===== src/rtl/mem_ctrl_pkg.sv =====
// Shared definitions for the memory arbiter controller: access mode
// encodings, FSM state type/values and the default timeout.
// Optional feature macro used by the controller: MEM_ARB_TIMEOUT_EN.
package mem_ctrl_pkg;

    localparam logic [1:0] MODE_BYTE  = 2'b00;
    localparam logic [1:0] MODE_HALF  = 2'b01;
    localparam logic [1:0] MODE_WORD  = 2'b10;
    localparam logic [1:0] MODE_DWORD = 2'b11;

    typedef logic [2:0] state_t;

    localparam state_t IDLE    = 3'd0;
    localparam state_t ACCESS  = 3'd1;
    localparam state_t GAP     = 3'd2;
    localparam state_t ACCESS2 = 3'd3;
    localparam state_t DONE    = 3'd4;

    localparam int DEF_TIMEOUT_CYCLES = 15;

    // Zero-extend a RAM read word according to the access width.
    function automatic logic [31:0] zext_rdata(input logic [1:0] mode, input logic [31:0] raw);
        case (mode)
            MODE_BYTE: return {24'h0, raw[7:0]};
            MODE_HALF: return {16'h0, raw[15:0]};
            default:   return raw;
        endcase
    endfunction

endpackage


===== src/rtl/mem_rr_arbiter.sv =====
// Two-way round-robin grant. Requester 0 = data port, 1 = fetch port.
// The pointer remembers who was granted last; after reset it points at
// fetch so the data port wins the first contention.
module mem_rr_arbiter (
    input  logic       clk,
    input  logic       reset,
    input  logic [1:0] req,
    input  logic       take,
    output logic [1:0] gnt
);

    logic last_f;

    // On contention the requester not granted last wins
    always_comb begin
        gnt[0] = req[0] & (~req[1] | last_f);
        gnt[1] = req[1] & (~req[0] | ~last_f);
    end

    // Remember the winner whenever a grant is actually taken
    always_ff @(posedge clk or posedge reset) begin
        if (reset)
            last_f <= 1'b1;
        else if (take)
            last_f <= gnt[1];
    end

endmodule


===== src/rtl/mem_arbiter_ctrl.sv =====
// Memory arbiter controller: shares one 32-bit RAM port between an
// instruction fetch port and a data port. Doubleword data accesses are
// split into two word accesses separated by a one-cycle enable gap.
// Optional: define MEM_ARB_TIMEOUT_EN to abort accesses that never see
// mem_moc within TIMEOUT_CYCLES (ack with err=1, rdata 0).
module mem_arbiter_ctrl
    import mem_ctrl_pkg::*;
#(
    parameter int TIMEOUT_CYCLES = DEF_TIMEOUT_CYCLES,
    parameter int ADDR_W         = 8
) (
    input  logic              clk,
    input  logic              reset,
    input  logic              if_req,
    input  logic [ADDR_W-1:0] if_addr,
    output logic              if_ack,
    output logic [31:0]       if_rdata,
    input  logic              d_req,
    input  logic              d_rw,
    input  logic [1:0]        d_mode,
    input  logic [ADDR_W-1:0] d_addr,
    input  logic [63:0]       d_wdata,
    output logic              d_ack,
    output logic [63:0]       d_rdata,
    output logic              err,
    output logic              mem_enable,
    output logic              mem_rw,
    output logic [1:0]        mem_mode,
    output logic [ADDR_W-1:0] mem_addr,
    output logic [31:0]       mem_wdata,
    input  logic [31:0]       mem_rdata,
    input  logic              mem_moc
);

    state_t      state;
    logic [1:0]  gnt;
    logic        any_req;
    logic        cur_d;      // current transaction belongs to the data port
    logic        cur_dword;  // current transaction is a split doubleword
    logic [31:0] wlo;        // second-half write word for doublewords
    logic [31:0] cap_hi;     // first-half read word for doublewords
    logic        fin;        // transaction completes at this edge
    logic        fin_tmo;    // completion is due to timeout
    logic [63:0] fin_data;

    assign any_req    = if_req | d_req;
    assign mem_enable = (state == ACCESS) || (state == ACCESS2);

    mem_rr_arbiter u_arb (
        .clk   (clk),
        .reset (reset),
        .req   ({if_req, d_req}),
        .take  ((state == IDLE) && any_req),
        .gnt   (gnt)
    );

`ifdef MEM_ARB_TIMEOUT_EN
    localparam int CNT_W = (TIMEOUT_CYCLES < 1) ? 1 : $clog2(TIMEOUT_CYCLES + 1);
    logic [CNT_W-1:0] cnt;

    // Wait counter, cleared before each enable phase, saturates at the limit
    always_ff @(posedge clk or posedge reset) begin
        if (reset)
            cnt <= '0;
        else if (!mem_enable)
            cnt <= '0;
        else if (!mem_moc && cnt != CNT_W'(TIMEOUT_CYCLES))
            cnt <= cnt + 1'b1;
    end

    // Error flag accompanies the ack pulse only
    always_ff @(posedge clk or posedge reset) begin
        if (reset)
            err <= 1'b0;
        else
            err <= fin & fin_tmo;
    end
`else
    assign err = 1'b0;
`endif

    // Decide whether this edge finishes the transaction and with what data
    always_comb begin
        fin      = 1'b0;
        fin_tmo  = 1'b0;
        fin_data = '0;
        if (state == ACCESS && mem_moc && !cur_dword) begin
            fin      = 1'b1;
            fin_data = {32'h0, zext_rdata(mem_mode, mem_rdata)};
        end else if (state == ACCESS2 && mem_moc) begin
            fin      = 1'b1;
            fin_data = {cap_hi, mem_rdata};
        end
`ifdef MEM_ARB_TIMEOUT_EN
        else if (mem_enable && !mem_moc && cnt == CNT_W'(TIMEOUT_CYCLES)) begin
            fin     = 1'b1;
            fin_tmo = 1'b1;
        end
`endif
    end

    // Main FSM: grant, drive the RAM, split doublewords, pulse the ack
    always_ff @(posedge clk or posedge reset) begin
        if (reset) begin
            state     <= IDLE;
            cur_d     <= 1'b0;
            cur_dword <= 1'b0;
            wlo       <= '0;
            cap_hi    <= '0;
            mem_rw    <= 1'b0;
            mem_mode  <= '0;
            mem_addr  <= '0;
            mem_wdata <= '0;
            if_ack    <= 1'b0;
            d_ack     <= 1'b0;
            if_rdata  <= '0;
            d_rdata   <= '0;
        end else begin
            if_ack <= 1'b0;
            d_ack  <= 1'b0;
            case (state)
                IDLE: begin
                    if (any_req) begin
                        state <= ACCESS;
                        cur_d <= gnt[0];
                        if (gnt[0]) begin
                            cur_dword <= (d_mode == MODE_DWORD);
                            mem_rw    <= d_rw;
                            mem_mode  <= (d_mode == MODE_DWORD) ? MODE_WORD : d_mode;
                            mem_addr  <= d_addr;
                            mem_wdata <= (d_mode == MODE_DWORD) ? d_wdata[63:32] : d_wdata[31:0];
                            wlo       <= d_wdata[31:0];
                        end else begin
                            cur_dword <= 1'b0;
                            mem_rw    <= 1'b1;
                            mem_mode  <= MODE_WORD;
                            mem_addr  <= if_addr;
                            mem_wdata <= '0;
                        end
                    end
                end
                ACCESS: begin
                    if (mem_moc && cur_dword) begin
                        state <= GAP;
                        if (mem_rw)
                            cap_hi <= mem_rdata;
                    end
                end
                GAP: begin
                    // Second word: address wraps naturally at ADDR_W bits
                    state     <= ACCESS2;
                    mem_addr  <= mem_addr + ADDR_W'(4);
                    mem_wdata <= wlo;
                end
                DONE:    state <= IDLE;
                default: state <= IDLE;
            endcase
            if (fin) begin
                state <= DONE;
                if (cur_d) begin
                    d_ack <= 1'b1;
                    if (mem_rw || fin_tmo)
                        d_rdata <= fin_data;
                end else begin
                    if_ack   <= 1'b1;
                    if_rdata <= fin_data[31:0];
                end
            end
        end
    end

endmodule


===== config.mk =====
export PLATFORM = sky130hd
export DESIGN_NAME = mem_arbiter_ctrl
export DESIGN_NICKNAME = d
export VERILOG_FILES = /design/src/rtl/mem_ctrl_pkg.sv /design/src/rtl/mem_rr_arbiter.sv /design/src/rtl/mem_arbiter_ctrl.sv
export SDC_FILE = /design/constraint.sdc
export NUM_CORES = 1
export LEC_CHECK = 0
export ABC_AREA = 0
export ABC_CLOCK_PERIOD_IN_PS = 6150
export CAP_MARGIN = 10
export CORE_MARGIN = 2
export CORE_UTILIZATION = 43
export DETAILED_ROUTE_END_ITERATION = 8
export PLACE_DENSITY = 0.77
export SLEW_MARGIN = 5
export SYNTH_ARGS = -nofsm -noshare
export SYNTH_HDL_FRONTEND = slang
export SYNTH_HIERARCHICAL = 1
export SYNTH_SLANG_ARGS = --single-unit

===== constraint.sdc =====
create_clock -name clk -period 6.15 [get_ports clk]
set_input_delay 0.615 -clock clk [delete_from_list [all_inputs] [get_ports clk]]
set_output_delay 0.615 -clock clk [all_outputs]
set_load 0.05 [all_outputs]

Word-level counts from Yosys, hierarchy flattened
Index checks and enable logic that the tools add are counted.

Register bits: 211. Latch bits: 0. Memory bits (writable): 0. Memory bits (read-only): 0. Input port bits: 120. Output and inout bits: 143. Word-level logic and storage cells: 73. Memories: 0.

Add/subtract/negate cells: 1. Multipliers: 0. Div/mod/pow operators: 0. Order comparisons: 0. Equal/unequal tests: 8. Shifts and indexed selects: 0. Multiplexer cells: 24. Bitwise gates (word level): 9. Reductions and logical operators: 17.

Operator list (count): 64-bit 2-to-1 mux (2); 32-bit case mux with 2 select lines (2); 32-bit 2-to-1 mux (3); 8-bit 2-to-1 mux (2); 8-bit case mux with 2 select lines (1); 3-bit 2-to-1 mux (3); 3-bit case mux with 3 select lines (1); 3-bit AND reduction (3); 8-bit by 3-bit adder with 8-bit output (second input constant) (1); 1-bit 2-to-1 mux (8); 2-bit AND reduction (4); 3-bit by 2-bit == test with 1-bit output (second input constant) (2); 1-bit logical AND (5); 2-bit 2-to-1 mux (2); 1-bit NOT (4); 3-bit by 1-bit == test with 1-bit output (second input constant) (1); 3-bit zero test (1); 3-bit by 2-bit != test with 1-bit output (second input constant) (1); 3-bit != test (second input constant) (1); 1-bit OR (3); 1-bit AND (2); 2-bit by 1-bit == test with 1-bit output (second input constant) (1); 2-bit == test (second input constant) (1); 2-bit zero test (1); other kinds (4) (4).

Logic depth before layout (Yosys ltp)
Word-level depth: 6. Gate-level depth with buffers: 8. Depth with buffers taken out: 6.

Hierarchy
The synthesis kept the hierarchy.

Modules (own cells, without submodules): mem_arbiter_ctrl (instances 1, cells each 638, area each 8617.0 µm², seq. area each 5255.0 µm²); mem_rr_arbiter (instances 1, cells each 6, area each 67.6 µm², seq. area each 26.3 µm²).

Worst setup path before layout
No wires, ideal clock.

Kind: input to register. Start: in d_req. End: reg mem_addr[2]. Library setup time: 150 ps. Data arrival time: 1915 ps. Required time: 6000 ps. Slack: 4085 ps. Stages on the path: 5. Path buffers: 1. Path through: a21boi_0 -> buf_1 -> mux2_2 -> o22ai_1 -> a21oi_1.

Cells in the longest elaborated chain, start to end: 4. Elaborated cells between the ends (all ways): 7. Those cells by class: eq/ne: 1; mux: 3; bitwise: 2; reduce/logical: 1.

RTL lines: start, declared (line mem_arbiter_ctrl.sv:18) `input logic d_req,`; 1-bit AND (line mem_rr_arbiter.sv:16) `gnt[0] = req[0] & (~req[1] | last_f);`; 8-bit 2-to-1 mux (line mem_arbiter_ctrl.sv:126) `if (gnt[0]) begin`; 8-bit 2-to-1 mux (line mem_arbiter_ctrl.sv:123) `if (any_req) begin`; 8-bit case mux with 2 select lines (line mem_arbiter_ctrl.sv:121) `case (state)`; end signal, assigned (line mem_arbiter_ctrl.sv:130) `mem_addr <= d_addr;`; end signal, assigned (line mem_arbiter_ctrl.sv:137) `mem_addr <= if_addr;`; end signal, assigned (line mem_arbiter_ctrl.sv:152) `mem_addr <= mem_addr + ADDR_W'(4);`; end, declared (line mem_arbiter_ctrl.sv:29) `output logic [ADDR_W-1:0] mem_addr,`.

Several ways; a longest one is shown, not always the timed one. The select of a mux whose other input is x is not followed. A chain may end at the register's enable or synchronous reset.

Final worst setup path
Start: in d_req. End: reg wlo[10].

Cells in the longest elaborated chain, start to end: 2. Elaborated cells between the ends (all ways): 3. Those cells by class: bitwise: 2; reduce/logical: 1.

RTL lines: 1-bit AND or 1-bit OR (tied branches) (line mem_rr_arbiter.sv:16, mem_arbiter_ctrl.sv:46); 3-bit AND reduction (no source line) (*); end signal, assigned (line mem_arbiter_ctrl.sv:132) `wlo <= d_wdata[31:0];`; end, declared (line mem_arbiter_ctrl.sv:40) `logic [31:0] wlo;`.

Every way passes the cells marked *; elsewhere a longest branch is shown, timed or not.

==> reports/metrics.csv <==
stage,metric,value,unit
floorplanning,initial cell density of the core,0.4419,
power,Sw Ratio,0.4002,
flow_run,max-cap violations,0,
synthesis,register bit total from synthesis,211,
power,Reg power frac,0.338,
global_route,largest net degree at the start of global routing,81,
timing,Fin Setup TNS,0,ps
synthesis,Ys Warns,6,
clock_tree,hold buffer count at CTS,0,
power,Cell Pwr Density,537.8,nW/um^2
finish,layout cell share with drive strength beyond 1,0.1731,
clock_tree,CTS H-tree depth,1,
drt,final WL,22050,um
floorplanning,I/O pin count,263,
global_route,initial antenna violation count,0,
global_route,number of global-route vias before repair,6436,
critical_path,Setup CP Type,input pin to flip-flop,
timing,final count of hold timing violations,0,
timing,PnR worst setup slack,3408,ps
placement,PortBufs,261,
clock_tree,CTS tree,yes,
synthesis,Synth cell types,46,
floorplanning,Vert. Die Dim,146.1,um
clock_tree,setup bufs post-CTS,0,
timing,unrepaired setup endpoints after global routing,false,
timing,crit share post-route,0.4459,
floorplanning,Die ar.,21350,sq um
placement,Setup WS pre-CTS,2898,ps
placement,Final GP Congestion,0.8172,
finish,"leading cell type in the layout, fill and taps excluded",clkdlybuf4s50_1,
floorplanning,Die Wd,146.1,um
critical_path,Critical Path AT,3130,ps
run_status,status,"finished, final reports clean",
synthesis,Post-synth EDFFs,0,
drt,1st-pass router iterations,4,
critical_path,"Cell Chain, Critical Path",clkdlybuf4s50_1 -> nor2_1 -> or4_4 -> clkinv_2 -> nand2_2 -> buf_4 -> mux2_4,
clock_tree,Worst-Skew Late Latency,500,ps
synthesis,Synth Instances,644,
power,Int Power,3978,uW
min_path,worst hold path class,input pin to async pin,
floorplanning,core area,19650,sq um
finish,Post-Route Utilization,0.6275,
global_route,first-pass GRT wire length,35260,um
timing,worst rel slew slack,0.2210,
finish,area growth from synthesis to layout,42.00,%
critical_path,"reg-to-reg slack, setup",3490,ps
drt,Remaining DRCs,0,
critical_path,WP buf/inv,3,
critical_path,Reg2Reg Launch Point,state[0]$_DFFE_PP0P_,
finish,Nets,1019,
clock_tree,CTS buffer count,24,
drt,Via Count,6225,
synthesis,register area share after synthesis,0.6081,
critical_path,Crit-path slowest cell,clkdlybuf4s50_1,
timing,clock skew,14.36,ps
synthesis,"Net Count, Synth",765,
critical_path,Crit. End Element,flip-flop,
power,peak supply drop,0.3385,mV
clock_tree,maximum root-to-sink buffer count,3,
timing,worst-margin pin slew,1164,ps
timing,Final setup viols,0,
finish,Diodes inserted,0,
clock_tree,root buf cell,clkbuf_16,
power,Comb pwr share,0.442,
clock_tree,CTS resizes,0,
global_route,gr ovfl total,0,
synthesis,Synth Cell Area,8685,sq um
drt,routed wire length per instance,18.71,um
critical_path,"Max FO, Critical Path",38,
drt,DRT iter0 DRCs,290,
power,power share of the clock group,0.220,
timing,Tmin final,2742,ps
global_route,total track usage,0.2042,
critical_path,Critical Path Start Type,input pin,
critical_path,worst reg2reg endpoint,wlo[10]$_DFFE_PP0P_,
critical_path,"Req. time, crit path",6540,ps
timing,"Slew Viols, Final",0,
critical_path,CP max stage delay,540,ps
floorplanning,cell row count,51,
critical_path,R2R depth,5,
drt,via/cell ratio,5.284,
timing,fmax,0.3647,GHz
power,P_leak,0.005613,uW
synthesis,synthesized area per cell,13.49,sq um
finish,"commonest cells after routing, fill and taps aside","clkdlybuf4s50_1 (261), dfrtp_1 (210), mux2_2 (71)",
critical_path,Crit path max-delay family,buffers and inverters,
clock_tree,CTS sink count,211,
clock_tree,clock-pin slew on the worst setup and hold paths,60,ps
power,net switching power,2654,uW
synthesis,asr flop ratio synth,1.000,
placement,Post-DP HPWL,15480,um
synthesis,top_reg_cell synth,dfrtp_1,
drt,"antenna viol nets, final",0,
critical_path,Crit path depth,7,
==> kinds of logic after synthesis <==
logic type,after synthesis,synth area share
flip-flops,211,0.6081
AO/OA/AOI/OAI,155,0.1287
multiplexers,136,0.1831
buffers and inverters,70,0.03703
AND/OR/NAND/NOR,70,0.04121
adder cells (fa/ha/maj),1,0.001440
other,1,0.0004318
==> metal layers <==
layer  vias to the layer above  track usage  share of wire  wire, um
li1                       2839            -              -         -
met1                      3101       0.2693           0.43      9458
met2                       262       0.3333           0.47     10260
met3                        23      0.06406          0.091      2005
met4                         0      0.04612          0.015       322
met5                         -            0              0         0
==> layout make-up <==
cell class | instances | area (sq um)
clock inverter | 7 | 125.1
multi-input combinational | 363 | 3090
sequential | 211 | 5281
fill | 1548 | 7322
tap | 265 | 331.6
timing repair buffer | 274 | 2710
clock buffer | 34 | 698.2
inverter | 24 | 95.09
==> through the flow <==
stage	hold WS [ps]	instances	total power, uW	area (sq um)
after global routing	413.6	1178	6958	12330
final	407.1	1178	6633	12330
after floorplan	462.0	644	4205	8688
after global placement	458.5	1137	5143	11510
after CTS	403.5	1178	6691	12330
after detailed placement	465.6	1137	5209	11510
==> synth_stat cells, types with 5 or more instances <==
cell type / instances / area, sq um
a22o_1: 48 / 420.4
clkbuf_1: 25 / 93.84
buf_2: 12 / 60.06
o21ai_0: 28 / 140.1
inv_1: 22 / 82.58
nor2_1: 10 / 37.54
mux2_4: 28 / 420.4
buf_6: 5 / 56.30
mux2_2: 71 / 799.5
mux2i_1: 37 / 370.4
nor2b_1: 12 / 75.07
dfrtp_1: 210 / 5255
o21ai_1: 8 / 40.04
a22oi_1: 33 / 247.7
nand2_1: 28 / 105.1
o31ai_1: 20 / 150.1
a21oi_1: 7 / 35.03
==> registers in the layout, summed over array words and instances (netlist names) <==
signal,cells
state,3
cur_d,1
if_ack,1
u_arb/last_f,1
d_rdata,64
mem_mode,2
mem_wdata,32
mem_rw,1
cap_hi,32
d_ack,1
mem_addr,8
if_rdata,32
cur_dword,1
wlo,32
==> worst max-delay path by stage <==
stage               slack, ps  startpoint                    end
floorplan                2810       reset  cap_hi[0]$_DFFE_PP0P_
global placement         2940       d_req     wlo[8]$_DFFE_PP0P_
detailed placement       2900       d_req    wlo[10]$_DFFE_PP0P_
CTS                      3440       d_req     wlo[0]$_DFFE_PP0P_
global route             3300       d_req    wlo[15]$_DFFE_PP0P_
finish                   3410       d_req    wlo[10]$_DFFE_PP0P_
==> power by group through the flow <==
stage / clock network, uW / registers, uW / logic (uW)
floorplan: 0 / 3290 / 919
global placement: 0 / 2240 / 2900
detailed placement: 0 / 2250 / 2960
CTS: 1490 / 2240 / 2960
global route: 1550 / 2320 / 3090
finish: 1460 / 2240 / 2930
Power figures use the tool's default switching activity.
==> patch 1, RTL diff (same settings) <==
Set the parameter `ADDR_W` to 7 (it was 8).
--- a/src/rtl/mem_arbiter_ctrl.sv
+++ b/src/rtl/mem_arbiter_ctrl.sv
@@ -9,3 +9,3 @@
     parameter int TIMEOUT_CYCLES = DEF_TIMEOUT_CYCLES,
-    parameter int ADDR_W         = 8
+    parameter int ADDR_W         = 7
 ) (
Ports: changed (resized d_addr, if_addr and mem_addr); port bits go from 263 to 260. The function was not compared with the original's and may differ.
==> patch 1 against the original RTL <==
- sequential power down 3%
- synthesized area rose by 2.3%
- largest cell class unchanged
- count of clock-buffer cells in the layout down 8
- critical endpoint is now mem_enable
- clock power is 7% lower
- cell area rose by 0.53%
- setup slack better by 0.023 ns
- sequential cell count fell by 1
- critical path depth decreased by 5
- wire length increased by 5.9%
- synthesized cell count grew 7.5%
- combinational power is 4% lower
- die area rose by 2.3%
- power fell by 4.1%
==> patch 1: results (changes against the original RTL) <==
* Comb power frac at 44.4% (+0.2 points)
* Main combinational cell family by area after synthesis: compound AO/OA/AOI/OAI gates
* P_int at 3.747 mW (-5.8%)
* Critical-path maximum fanout at 10 (-74%)
* Complex-gate fraction of the synthesized area at 16.19% (+3.3 points)
* DRT iter0 DRCs at 245 (-16%)
* LEAKAGE at 5.485 nW (-2.3%)
* Total global-route track usage at 21.36% (+0.95 points)
* First-pass GRT wire length at 37.52 mm (+6.4%)
* Critical path arrival at 2.10 ns (-1.03 ns)
* Clock skew at 0.02163 ns (+0.007271 ns)
* Status: finished clean
* Reg power frac at 34.3% (+0.5 points)
* Drt wl/cell at 19.23 um (+2.8%)
* Met3 WL at 2.214 mm (+10%)
* DP Wirelength at 15.78 mm (+1.9%)
* Met2 Usage GRT at 34.86% (+1.5 points)
* Sequential area share after synthesis at 59.14% (-1.7 points)
* Worst Setup SP: state[0]$_DFFE_PP0P_
* Share of layout cells above drive strength 1 at 15.57% (-1.7 points)
* Met3 Use GR at 7.685% (+1.3 points)
* Met1 WL at 9.703 mm (+2.6%)
* Num CTS Buffers at 23 (-4.2%)
* Vias in the first global route at 6,749 (+4.9%)
* Syn_nets at 811 (+6.0%)
* Initial antenna violation count at 1 (+1)
* R2r setup slk at 3.73 ns (+0.24 ns)
* Worst Reg-to-Reg Cells at 4 (-1)
* Top cells by area, synth: dfrtp_1 (59%), mux2_2 (9.0%), a22o_1 (4.7%), mux2i_1 (4.3%), o31ai_1 (4.1%)
* Largest net degree at the start of global routing at 132 (+63%)
* Global Route met1 Usage at 27.80% (+0.87 points)
* Port bufs at 258 (-1.1%)
* Peak VDD IR at 0.2402 mV (-29%)
* Post-synthesis adder-cell area fraction at 0.1408% (-0.0033 points)
* Setup slack at placement at 3.135 ns (+0.2376 ns)
* Top Metal Used: met5
* FF-to-FF End: cap_hi[29]$_DFFE_PP0P_
* Gpl congestion at 0.7319 (-10%)
* Met2 wire len at 11.07 mm (+7.9%)
* Hold Path Class: reg2reg
* Ratio of final minimum period to clock period at 44.21% (-0.38 points)
==> patch 1: critical path, stage by stage, from the launching register on <==
cell	delay [ns]
dfrtp_1	0.52
nor2b_1	0.25
clkdlybuf4s50_1	0.84
==> patch 1: stage by stage <==
| stage | instance area [um2] | power [mW] | hold slack, ns | util (%) | instances |
|---|---|---|---|---|---|
| finish | 12400 | 6.364 | 0.4781 | 61.27 | 1214 |
| CTS | 12400 | 6.423 | 0.4710 | 61.27 | 1214 |
| floorplan | 8892 | 4.083 | 0.4588 | - | 692 |
| detailed placement | 11650 | 5.043 | 0.4669 | 57.57 | 1175 |
| global route | 12400 | 6.677 | 0.4934 | 61.27 | 1214 |
| global placement | 11650 | 4.982 | 0.4623 | 57.57 | 1175 |
==> patch 1: cell type report <==
cell class,instances,area (um2)
fillers,1606,7838
flip-flops and latches,210,5256
multi-input cells,399,3268
repair buffers,270,2685
clock buffers,26,616.8
well taps,270,337.8
clock inverters,13,131.4
inverters,26,101.3
==> patch 2, RTL diff (config.mk and constraints unchanged) <==
Without the edit above. Register the input `d_mode` before use, without a reset. The logic sees it one clock later. The other inputs are not delayed to match.
--- a/src/rtl/mem_arbiter_ctrl.sv
+++ b/src/rtl/mem_arbiter_ctrl.sv
@@ -33,2 +33,8 @@
 );
+
+    logic [1:0] d_mode_q;
+
+    always_ff @(posedge clk) begin
+        d_mode_q <= d_mode;
+    end
 
@@ -126,7 +132,7 @@
                         if (gnt[0]) begin
-                            cur_dword <= (d_mode == MODE_DWORD);
+                            cur_dword <= (d_mode_q == MODE_DWORD);
                             mem_rw    <= d_rw;
-                            mem_mode  <= (d_mode == MODE_DWORD) ? MODE_WORD : d_mode;
+                            mem_mode  <= (d_mode_q == MODE_DWORD) ? MODE_WORD : d_mode_q;
                             mem_addr  <= d_addr;
-                            mem_wdata <= (d_mode == MODE_DWORD) ? d_wdata[63:32] : d_wdata[31:0];
+                            mem_wdata <= (d_mode_q == MODE_DWORD) ? d_wdata[63:32] : d_wdata[31:0];
                             wlo       <= d_wdata[31:0];
Check against the original RTL: not equivalent (Yosys sat finds a counterexample within 4 cycles, from zero or initial values and one cycle with reset high).
==> patch 2 against the original RTL <==
- first-iteration DRC count increased by 13%
- sequential power increased by 8.9%
- power up 16%
- die area increased by 7.4%
- cell count is 8.9% higher
- sequential cell count is 2 higher
- synthesized cell count up 17%
- setup slack worse by 0.33 ns
- global-route usage grew 1.2 points
- wire length is 14% higher
- synthesized area rose by 7.6%
- cell area up 4.5%
- critical endpoint is now wlo[2]$_DFFE_PP0P_
- largest cell class unchanged
- largest power group unchanged
==> patch 2: results (changes against the original RTL) <==
* Top cells by area, synth: dfrtp_1 (56%), mux2_4 (7.9%), mux2_2 (4.6%), mux2i_1 (4.5%), o21ai_0 (3.6%)
* Post-Place Cell Area at 12,090 um2 (+5.1%)
* Total global-route track usage at 21.62% (+1.2 points)
* Met3 Use GR at 5.934% (-0.47 points)
* Seq. pwr at 2.44 mW (+8.9%)
* Syn_nets at 877 (+15%)
* R2r setup slk at 3.20 ns (-0.29 ns)
* Well Taps at 275 (+3.8%)
* Gpl congestion at 0.8127 (-0.55%)
* Final instance area at 12,890 um2 (+4.5%)
* Met2 wire len at 11.48 mm (+12%)
* Non-clock buffer share of cell area at 21.03% (-0.95 points)
* Sequential cell area share at 41.30% (-1.5 points)
* Commonest cells post-synth: dfrtp_1 (210), o21ai_0 (67), inv_1 (57)
* Longest Clk Path Bufs at 3 (unchanged)
* First-pass GRT wire length at 38.93 mm (+10%)
* First drt pass iteration count at 4 (unchanged)
* Status: finished clean
* Dominant cell type by area after synthesis: dfrtp_1
* CP top delay family: simple AND/OR/NAND/NOR gates
* Num CTS Buffers at 23 (-4.2%)
* Met1 WL at 10.46 mm (+11%)
* Switching Fraction at 43.52% (+3.5 points)
* Clock buf/inv share at 6.164% (-0.51 points)
* CTS sink cnt at 213 (+0.95%)
* Non-clk invs at 57 (+140%)
* Area of the multi-input gates at 3500 um2 (+13%)
* Sequential area share after synthesis at 56.96% (-3.9 points)
* Post-synthesis cell type count at 49 (+6.5%)
* Vias in the first global route at 7,048 (+9.5%)
* Setup bufs post-CTS at 0 (unchanged)
* Slowest cell on crit path: nand3_4
* Clock latency on the worst-skew pair at 0.52 ns (+0.02 ns)
* Met3 WL at 2.171 mm (+8.3%)
* Total number of vias at 7,006 (+13%)
* Met2 Usage GRT at 33.26% (-0.068 points)
* Final Net Count at 1,113 (+9.2%)
* Post-Route WL at 25.11 mm (+14%)
* Multi-In Gates at 423 (+17%)
* LEAKAGE at 5.663 nW (+0.90%)
* DRT iter0 DRCs at 329 (+13%)
* Fillers at 1,670 (+7.9%)
* Peak VDD IR at 0.2987 mV (-12%)
* Comb power frac at 49.5% (+5.3 points)
* Critical-path maximum fanout at 65 (+71%)
* Slew headroom at 18.89% (-3.2 points)
* DP Wirelength at 16.87 mm (+9.0%)
* Clock skew at 0.02597 ns (+0.01161 ns)
* Slowest cell delay on critical path at 0.90 ns (+0.36 ns)
* Worst Reg-to-Reg Cells at 4 (-1)
* Global Route met1 Usage at 29.21% (+2.3 points)
* Reg2Reg Launch Point: u_arb/last_f$_DFFE_PP1P_
* Critical path destination: wlo[2]$_DFFE_PP0P_
* Share of layout cells above drive strength 1 at 15.18% (-2.1 points)
* Post-synthesis async set-or-reset flop share at 99.06% (-0.94 points)
* Post-route DRC at 0 (unchanged)
* Initial antenna violation count at 1 (+1)
* Clock buf count at 35 (+2.9%)
* Largest net degree at the start of global routing at 66 (-19%)
## patch 2: cell count changes in the layout (fill, tap and decap cells not counted), sizes merged, moves of 8 or more
cell    delta
inv       +34
a22oi     -33
nand4     +33
o211ai    +33
o21ai     +32
a22o      -31
a32o      +16
mux2      -12
o31ai     +12
nor2b     -10
nand2      +8
## patch 2: stage by stage
stage	std cells	total power, mW	setup slack, ns	hold slack (ns)
5_1_grt	1283	8.067	2.860	0.4830
3_5_place_dp	1242	6.272	2.510	0.4806
6_report	1283	7.695	3.080	0.4742
2_1_floorplan	756	5.000	2.807	0.4611
3_3_place_gp	1242	6.197	2.552	0.4712
4_1_cts	1283	7.745	3.038	0.4647
## patch 2: logic make-up (layout without fill, tap and decap cells)
family / count (synthesis) / after routing / synth area share (%)
compound gates: 185 / 185 / 13.75
fa+ha+maj: 1 / 1 / 0.1339
buf+inv: 120 / 372 / 5.973
flops: 213 / 213 / 56.96
mux: 129 / 129 / 16.95
other cells: 1 / 1 / 0.04014
simple gates: 107 / 107 / 6.187
